===== src/rtl/tpu_pkg.sv =====
// Shared definitions for the systolic array edge feeder: default geometry, FSM states
// and job phase lengths.
package tpu_pkg;

    localparam int unsigned DEFAULT_N          = 4;
    localparam int unsigned DEFAULT_DATA_WIDTH = 8;

    typedef enum logic [1:0] {
        IDLE  = 2'd0,
        FEED  = 2'd1,
        DRAIN = 2'd2,
        DONE  = 2'd3
    } feeder_state_t;

    // 2N-1 wavefronts cover every skewed diagonal of an N x N operand.
    function automatic int unsigned feed_cycles(input int unsigned n);
        return 2 * n - 1;
    endfunction

    // Last wavefront needs N hops to reach PE(N-1,N-1) and settle in its register.
    function automatic int unsigned drain_cycles(input int unsigned n);
        return n;
    endfunction

    localparam int unsigned FEED_CYCLES  = feed_cycles(DEFAULT_N);
    localparam int unsigned DRAIN_CYCLES = drain_cycles(DEFAULT_N);

endpackage


===== src/rtl/skew_lane.sv =====
// One skewed edge lane: selects operand (t - LANE) from the lane's N latched operands,
// or drives zero while the lane's diagonal is outside the operand range.
module skew_lane
    import tpu_pkg::*;
#(
    parameter int unsigned N          = DEFAULT_N,
    parameter int unsigned DATA_WIDTH = DEFAULT_DATA_WIDTH,
    parameter int unsigned LANE       = 0,
    parameter int unsigned TW         = $clog2(2 * N)
) (
    input  logic [TW-1:0]           i_t,
    input  logic [N*DATA_WIDTH-1:0] i_ops,
    output logic [DATA_WIDTH-1:0]   o_data
);

    always_comb begin
        o_data = '0;
        for (int unsigned k = 0; k < N; k++) begin
            if (32'(i_t) == LANE + k) begin
                o_data = i_ops[k*DATA_WIDTH +: DATA_WIDTH];
            end
        end
    end

endmodule


===== src/rtl/systolic_input_feeder.sv =====
// Edge driver for the output-stationary systolic array: captures A and B on start,
// streams skewed wavefronts into the row/column edges, drains, then pulses done.
module systolic_input_feeder
    import tpu_pkg::*;
#(
    parameter int unsigned N          = DEFAULT_N,
    parameter int unsigned DATA_WIDTH = DEFAULT_DATA_WIDTH
) (
    input  logic                      clk,
    input  logic                      rst,
    input  logic                      start,
    input  logic [N*N*DATA_WIDTH-1:0] a_flat,
    input  logic [N*N*DATA_WIDTH-1:0] b_flat,
    output logic [N*DATA_WIDTH-1:0]   x_edge,
    output logic [N*DATA_WIDTH-1:0]   y_edge,
    output logic                      valid,
    output logic                      busy,
    output logic                      done
);

    localparam int unsigned VW = N * DATA_WIDTH;
    localparam int unsigned MW = N * VW;
    localparam int unsigned TW = $clog2(2 * N);
    localparam logic [TW-1:0] LAST_FEED  = TW'(feed_cycles(N) - 1);
    localparam logic [TW-1:0] LAST_DRAIN = TW'(drain_cycles(N) - 1);

    feeder_state_t r_state;
    logic [TW-1:0] r_t;
    logic [MW-1:0] r_a;
    logic [MW-1:0] r_b;
    logic [VW-1:0] r_x;
    logic [VW-1:0] r_y;
    logic          r_valid;
    logic          r_busy;
    logic          r_done;

    logic                                w_accept;
    logic [N-1:0][VW-1:0]                w_b_cols;
    logic [N-1:0][DATA_WIDTH-1:0]        w_x;
    logic [N-1:0][DATA_WIDTH-1:0]        w_y;

    assign w_accept = start && (r_state == IDLE || r_state == DONE);

    // Operand capture needs no reset: contents are only read after an acceptance.
    always_ff @(posedge clk) begin
        if (w_accept) begin
            r_a <= a_flat;
            r_b <= b_flat;
        end
    end

    // Row lanes read A rows directly; column lanes gather B[k][j] down each column.
    for (genvar g = 0; g < N; g++) begin : g_lane
        for (genvar k = 0; k < N; k++) begin : g_col
            assign w_b_cols[g][k*DATA_WIDTH +: DATA_WIDTH] =
                r_b[(k*N+g)*DATA_WIDTH +: DATA_WIDTH];
        end

        skew_lane #(
            .N          (N),
            .DATA_WIDTH (DATA_WIDTH),
            .LANE       (g),
            .TW         (TW)
        ) u_x_lane (
            .i_t    (r_t),
            .i_ops  (r_a[g*VW +: VW]),
            .o_data (w_x[g])
        );

        skew_lane #(
            .N          (N),
            .DATA_WIDTH (DATA_WIDTH),
            .LANE       (g),
            .TW         (TW)
        ) u_y_lane (
            .i_t    (r_t),
            .i_ops  (w_b_cols[g]),
            .o_data (w_y[g])
        );
    end

    always_ff @(posedge clk or posedge rst) begin
        if (rst) begin
            r_state <= IDLE;
            r_t     <= '0;
            r_x     <= '0;
            r_y     <= '0;
            r_valid <= 1'b0;
            r_busy  <= 1'b0;
            r_done  <= 1'b0;
        end else begin
            r_x     <= '0;
            r_y     <= '0;
            r_valid <= 1'b0;
            r_done  <= 1'b0;
            case (r_state)
                IDLE: begin
                    r_busy <= 1'b0;
                    if (start) begin
                        r_state <= FEED;
                        r_t     <= '0;
                    end
                end
                FEED: begin
                    r_x     <= w_x;
                    r_y     <= w_y;
                    r_valid <= 1'b1;
                    r_busy  <= 1'b1;
                    if (r_t == LAST_FEED) begin
                        r_state <= DRAIN;
                        r_t     <= '0;
                    end else begin
                        r_t <= r_t + 1'b1;
                    end
                end
                DRAIN: begin
                    r_busy <= 1'b1;
                    if (r_t == LAST_DRAIN) begin
                        r_state <= DONE;
                        r_t     <= '0;
                    end else begin
                        r_t <= r_t + 1'b1;
                    end
                end
                DONE: begin
                    r_busy <= 1'b1;
                    r_done <= 1'b1;
                    r_t    <= '0;
                    r_state <= start ? FEED : IDLE;
                end
                default: begin
                    r_state <= IDLE;
                    r_t     <= '0;
                    r_busy  <= 1'b0;
                end
            endcase
        end
    end

    assign x_edge = r_x;
    assign y_edge = r_y;
    assign valid  = r_valid;
    assign busy   = r_busy;
    assign done   = r_done;

endmodule


===== config.mk =====
export PLATFORM = sky130hd
export DESIGN_NAME = systolic_input_feeder
export DESIGN_NICKNAME = d
export VERILOG_FILES = /design/src/rtl/tpu_pkg.sv /design/src/rtl/skew_lane.sv /design/src/rtl/systolic_input_feeder.sv
export SDC_FILE = /design/constraint.sdc
export NUM_CORES = 1
export LEC_CHECK = 0
export ABC_CLOCK_PERIOD_IN_PS = 15740
export CORE_MARGIN = 2
export CORE_UTILIZATION = 48
export CTS_CLUSTER_DIAMETER = 40
export DETAILED_ROUTE_END_ITERATION = 12
export PLACE_DENSITY = 0.89
export REMOVE_ABC_BUFFERS = 1
export SETUP_SLACK_MARGIN = 0.5
export SLEW_MARGIN = 10
export SYNTH_ARGS = -nofsm -noshare
export SYNTH_HDL_FRONTEND = slang
export SYNTH_SLANG_ARGS = --single-unit

===== constraint.sdc =====
create_clock -name clk -period 15.74 [get_ports clk]
set_clock_uncertainty 0.1 [all_clocks]
set_input_delay 3.148 -clock clk [delete_from_list [all_inputs] [get_ports clk]]
set_output_delay 3.148 -clock clk [all_outputs]
set_load 0.01 [all_outputs]

==> results.yml, run 1 <==
setup_path:
  cp_common_cell: "buf_4"
  path_class: "in2reg"
  path_buf_inv: 3
  critPathLaunchType: "input port"
  cp.required_ps: 15760
  arrival_ps: 5440
  critPathCaptureType: "register"
  critPathMaxStageDelay_ps: 880
  crit_slowest_cell: "buf_4"
  cp_cell_sequence: "clkdlybuf4s50_1, nor2b_4, buf_4, buf_4"
  cp_top_family: "buffers and inverters"
  worstPathMaxFanout: 79
timing:
  tightest_slew_ps: 1048
  drv_slew: 0
  finalCriticalPeriod_ps: 5421
  max_freq_ghz: 0.1845
  setup-tns-final_ps: 0
  hold_violations: 0
  setup_violations: 0
  rsz0062_at_grt: "no"
  timing.final.crit_share_pct: 34.44
  holdWs_ps: 405.2
  relSlewSlack_pct: 30.08
final_layout:
  seqCellArea_sq_um: 9489
  layout.nets: 1337
  fin_util_pct: 69.97
  fillers: 1584
  area_growth_pct: 42.41
  drive_gt1_share_pct: 9.381
  multiInputGateArea_sq_um: 2208
  final_cell_area_sq_um: 17070
route:
  vias: 7975
  finalWirelength_mm: 31.65
  routedWlPerCell_um: 22.24
  drtIter0Drc: 802
  vias_per_cell: 5.604
  antenna_left: 0
  drc: 0
  drt_first_pass_iters: 5
grt:
  grt_max_degree: 81
  grt_pass1_wl_mm: 47.13
  overflow: 0
  grt.total_usage_pct: 23.73
  antenna_found_initial: 1
  grt_pass1_vias: 8554
yosys:
  synthSimpleGateAreaFrac_pct: 4.677
  synth.area.top_cells: "edfxtp_1 64%, dfrtp_1 15%, a221oi_1 3.9%"
  ys_seq_area_share_pct: 79.18
  synth_warnings: 0
  synth-main-ff-cell: "edfxtp_1"
  synth_edf_count: 256
  ys_types: 31
  synth_compound_area_share_pct: 11.87
  synth_top_family_by_area: "compound AO/OA/AOI/OAI gates"
  synth_top_area_share_pct: 64.15
  avgSynthCellArea_sq_um: 16.42
  synth_top_cell_by_area: "edfxtp_1"
  synth_adder_area_share_pct: 1.357
  synthMuxAreaShare_pct: 0.1879
  yosysMostFrequentCell: "edfxtp_1"
  ys_ff_latch: 328
  yosys-top-cells-count: "256 x edfxtp_1, 72 x dfrtp_1, 65 x nor2_1"
  synthArstFlopShare_pct: 21.95
  syn-cell-area_sq_um: 11980
  syn_inst: 730
  synthXorXnorAreaFrac_pct: 0
floorplan:
  ios: 326
  die_area_sq_um: 26250
  die_h_um: 162.0
  rows: 57
  start_util_pct: 49.13
  chipWidth_um: 162.0
  core_area_sq_um: 24390
placed_design:
  io_buffers: 325
  dpl_cell_area_sq_um: 15540
  dp.final_hpwl_mm: 19.69
  gp_congestion: 0.7865
clocking:
  post_cts_resized: 0
  clk_latency_ps: 510
  cts_hold_buffers: 0
  cts.sinks: 328
  tritoncts: "built"
  numCtsBuffers: 43
  postCtsSetupRepairBufs: 0
  htreeDepth: 2
  clk_pin_slew_worst_paths_ps: 50
  cts_buffer_depth: 3
  root_buffer: "clkbuf_16"
status:
  status: "finished, final reports clean"
run:
  max_cap_violations: 0
pwr:
  vdd_drop_max_mv: 0.1256
  p_leak_nw: 6.174
  p_per_area_nw_per_um2: 177.6
worst_hold_path:
  hold_class: "reg2reg"
==> worst min-delay path: cells and delay by family, from the launching register on <==
kind | cells | cell delay, ps
AO/OA/AOI/OAI | 1 | 80
flip-flops | 1 | 310
AND/OR/NAND/NOR | 1 | 80
==> area by class of cell <==
type | count | area share [%]
Clock inverter | 25 | 1.972
Clock buffer | 53 | 6.950
Tap cell | 324 | 2.375
Inverter | 25 | 0.5572
Sequential cell | 328 | 55.60
Multi-Input combinational cell | 330 | 12.94
Antenna cell | 1 | 0.01466
Timing Repair Buffer | 337 | 19.59
==> power breakdown <==
group	internal [mW]	leakage (nW)	total (mW)	switching, mW
sequential	1.26	3.39	1.34	0.0805
clock	0.654	0.730	1.01	0.356
combinational	0.267	2.06	0.677	0.410
total	2.18	6.17	3.03	0.847
==> sequential cells by signal (all words and copies together) (netlist names) <==
signal	count
y_edge	32
r_t	3
valid	1
r_a	128
r_state	2
x_edge	32
r_b	128
done	1
busy	1
==> kinds of logic (layout without fill, tap and decap cells) <==
kind of cell / after synthesis / count (layout)
DFF: 328 / 328
buffers and inverters: 72 / 440
adders and majority gates: 13 / 13
AOI/OAI and AO/OA: 188 / 188
and+or+nand+nor: 127 / 127
muxes: 2 / 2
other: 0 / 1
==> cells in the final DEF (no fill, tap or decap), types with 4 or more instances in the layout <==
| cell | n |
|---|---|
| a22o_1 | 16 |
| dfrtp_1 | 72 |
| nand2_1 | 37 |
| nor3b_1 | 16 |
| ha_1 | 9 |
| edfxtp_1 | 256 |
| clkbuf_16 | 45 |
| clkinv_1 | 5 |
| a221oi_2 | 10 |
| bufinv_16 | 7 |
| inv_1 | 23 |
| a211oi_1 | 16 |
| clkinvlp_4 | 4 |
| inv_6 | 4 |
| a221oi_1 | 53 |
| clkbuf_1 | 5 |
| o21ai_0 | 33 |
| a211o_1 | 16 |
| a21oi_1 | 35 |
| nor2_1 | 64 |
| clkdlybuf4s50_1 | 325 |
| buf_4 | 12 |
==> per-layer routing <==
layer	part of all wire (%)	vias to the layer above	track usage (%)
met2	51	437	41.49
met1	36	3940	27.57
met5	0	-	0
met3	7.5	101	5.133
li1	-	3497	-
met4	5.1	0	12.43
==> per-stage QoR <==
stage | setup WS (ps) | power, mW | cells
floorplan | 570.1 | 1.826 | 683
CTS | 10340 | 3.053 | 1422
finish | 10320 | 3.031 | 1423
global placement | 9901 | 1.984 | 1344
detailed placement | 9811 | 2.031 | 1344
global route | 10200 | 3.162 | 1423
==> worst paths after layout <==
kind | from | endpoint | slack [ps] | depth (start not counted)
worst min-delay path | r_b[123] | y_edge[27] | 410 | 2
worst max-delay path | start | r_b[42] | 10320 | 4
worst min register to register | r_b[123] | y_edge[27] | 410 | 2
worst max register to register | r_state[0] | r_b[42] | 12650 | 5
min in group asynchronous | rst | x_edge[8] | 2900 | 2
max in group asynchronous | rst | x_edge[21] | 11520 | 3
(Power assumes the default switching activity.)
==> run 2: changes to the inputs <==
- ABC_CLOCK_PERIOD_IN_PS: 15740 -> 4940
- CORE_UTILIZATION: 48 -> 43
- PLACE_DENSITY: 0.89 -> 0.84
- clock period: 15.74 -> 4.94 ns (I/O delays scaled with it)
==> results.yml, run 2 (synthesis gave the netlist of run 1 again) <==
status:
  status: "finished, final reports clean"
final_layout:
  fin_util_pct: 61.69
  final_common_cell: "clkdlybuf4s50_1"
  final_cell_mix: "325 x clkdlybuf4s50_1, 256 x edfxtp_1, 72 x dfrtp_1"
  area_growth_pct: 42.22
  drive_gt1_share_pct: 9.754
  fillers: 2018
  layout.nets: 1339
  top_regs: "r_a: 128 flops, r_b: 128 flops"
clocking:
  cts_buffer_depth: 3
  cts_hold_buffers: 0
  postCtsSetupRepairBufs: 0
  tritoncts: "built"
  root_buffer: "clkbuf_16"
  clk_pin_slew_worst_paths_ps: 60
  clk_latency_ps: 510
  htreeDepth: 2
  numCtsBuffers: 41
  post_cts_resized: 0
  cts.sinks: 328
pwr:
  p_sw_mw: 2.689
  p_per_area_nw_per_um2: 551.6
  p_leak_nw: 6.129
  sw_frac_of_total_pct: 28.60
  vdd_drop_max_mv: 0.3138
  pwr-share-clk_pct: 31.3
  seqPwrFrac_pct: 45.1
  comb_power_share_pct: 23.5
  internal_power_mw: 6.712
setup_path:
  critPathCaptureType: "register"
  r2r_end: "y_edge[26]"
  path_class: "reg2reg"
  worstReg2RegStart: "r_t[1]"
  cp_cell_sequence: "ha_2, buf_4, nor2b_4, a221oi_1, nor2_1"
  critPathLaunchType: "register"
  ff2ff_path_depth: 5
  r2r_slack_ps: 2030
  cp.required_ps: 5270
  crit_slowest_cell: "nor2b_4"
  arrival_ps: 3240
  startpoint: "r_t[1]"
  worstPathMaxFanout: 66
  critPathMaxStageDelay_ps: 990
grt:
  grt.total_usage_pct: 20.73
  antenna_found_initial: 2
  grt_pass1_wl_mm: 45.42
  overflow: 0
  grt_pass1_vias: 8195
  grt_max_degree: 81
timing:
  rsz0062_at_grt: "no"
  max_freq_ghz: 0.3442
  hold_violations: 0
  finalCriticalPeriod_ps: 2906
  setup_violations: 0
  drv_slew: 0
  timing.final.crit_share_pct: 58.82
  tightest_slew_ps: 1087
  relSlewSlack_pct: 27.43
  setup-tns-final_ps: 0
floorplan:
  die_h_um: 170.9
  chipWidth_um: 170.9
  die_area_sq_um: 29220
  core_area_sq_um: 27630
  rows: 61
  ios: 326
  start_util_pct: 43.37
worst_hold_path:
  min_from: "r_a[123]"
  hold_class: "reg2reg"
  min_to: "x_edge[27]"
  holdPathStages: 2
placed_design:
  io_buffers: 325
  gp_congestion: 0.8037
  dp.final_hpwl_mm: 19.55
route:
  drt_first_pass_iters: 7
  vias_per_cell: 5.269
  vias: 7782
  drtIter0Drc: 649
  routedWlPerCell_um: 20.95
  finalWirelength_mm: 30.95
  drc: 0
  antenna_left: 0
run:
  max_cap_violations: 0
## run 2: changes by cell type in the layout (fill, tap and decap cells not counted), sizes merged
cell	before	now
clkbuf	53	50
diode	1	2
clkinvlp	4	7
buf	12	16
bufinv	7	4
inv	29	27
## run 2: worst max-delay path by stage
stage / cells after the start / slack (ps) / to
2_1_floorplan: 3 / -8120 / r_a[0]
3_3_place_gp: 3 / 1860 / r_a[83]
3_5_place_dp: 3 / 1810 / r_a[91]
4_1_cts: 5 / 1950 / y_edge[26]
5_1_grt: 5 / 1770 / y_edge[26]
6_report: 5 / 2030 / y_edge[26]
## run 2: critical path, delay by kind of cell (launching register included)
kind	cells	cell delay [ps]
AOI/OAI and AO/OA	1	250
DFF	1	440
and+or+nand+nor	2	1170
buffers and inverters	1	590
adders and majority gates	1	250
## run 2: power by group through the flow
stage	combinational [mW]	clock (mW)	sequential [mW]
2_1_floorplan	0.958	0	4.00
3_3_place_gp	2.14	0	4.25
3_5_place_dp	2.21	0	4.29
4_1_cts	2.22	2.99	4.25
5_1_grt	2.41	3.11	4.31
6_report	2.21	2.95	4.24
## run 2: through the flow
stage          hold WS [ps]  setup slack (ps)  instances  instance area [sq um]  power (mW)
2_1_floorplan         371.2             -8118        683                  11750       4.961
3_3_place_gp          382.9              1857       1402                  15670       6.393
3_5_place_dp          397.2              1813       1402                  15670       6.497
4_1_cts               408.9              1952       1475                  17040       9.455
5_1_grt               435.0              1772       1477                  17040       9.826
6_report              403.0              2034       1477                  17040       9.401
## run 2: layout make-up
| class | count | area (sq um) | area share, % |
|---|---|---|---|
| Antenna cell | 2 | 5.005 | 0.02936 |
| Clock buffer | 50 | 1100 | 6.453 |
| Clock inverter | 23 | 267.8 | 1.571 |
| Inverter | 25 | 95.09 | 0.5579 |
| Multi-Input combinational cell | 330 | 2216 | 13.00 |
| Sequential cell | 328 | 9489 | 55.67 |
| Tap cell | 378 | 473.0 | 2.775 |
| Timing Repair Buffer | 341 | 3398 | 19.94 |
## run 2: routing by layer
layer / part of all wire (%) / global-route usage, %
met1: 37 / 25.05
met2: 52 / 36.49
met3: 7.5 / 3.886
met4: 3.3 / 8.806
met5: 0 / 0
==> edit, RTL diff (settings of run 1) <==
The package constant `DEFAULT_N` goes from 4 to 8.
--- a/src/rtl/tpu_pkg.sv
+++ b/src/rtl/tpu_pkg.sv
@@ -2,7 +2,7 @@
 // and job phase lengths.
 package tpu_pkg;
 
-    localparam int unsigned DEFAULT_N          = 4;
+    localparam int unsigned DEFAULT_N          = 8;
     localparam int unsigned DEFAULT_DATA_WIDTH = 8;
 
     typedef enum logic [1:0] {
Interface: changed (resized a_flat, b_flat, x_edge and y_edge); port bits go from 326 to 1158. The function was not compared with the original's and may differ.
==> edit against run 1 <==
- the flow now stops in I/O pin placement
- area after synthesis rose to 3.8 times the old value
==> edit: results (changes against run 1) <==
stage,metric,value,unit,change
synthesis,number of synthesized flops with an enable pin,1024,,+300%
synthesis,proportion of synthesized chip area in sequential cells,75.5,%,-3.7 points
synthesis,total number of yosys warnings,0,,unchanged
synthesis,count of mapped cells out of synthesis,3152,,+330%
floorplan,row cnt,112,,+96%
synthesis,number of distinct library cell variants in the gate-level netlist after synthesis,54,,+74%
synthesis,async set-or-reset flop fraction in the synthesized netlist,11.8,%,-10 points
synthesis,"top cells by count, synth","edfxtp_1, a21oi_1, nand2_1, o21ai_0, dfrtp_1",,
outcome,stage at which the flow ended,I/O pin placement,,
synthesis,biggest area contributors in the synthesized netlist,"edfxtp_1, dfrtp_1, a21oi_1",,
outcome,tool error message,[ERROR PPL-0024] Number of IO pins (1158) exceeds maximum number of available positions (1122). Increase the die perimeter from 1244.72um to 1574.88um.,,
synthesis,flip-flop and latch count after synthesis,1161,,+250%
outcome,run status,stopped before the end,,
synthesis,dominant cell by count in the synthesized netlist,edfxtp_1,,
==> edit: kinds of logic after synthesis <==
group	after synthesis	synth area share, %
AOI/OAI and AO/OA	1035	14.2
buffers and inverters	341	3.56
DFF	1161	75.5
adders and majority gates	9	0.249
and+or+nand+nor	606	6.50
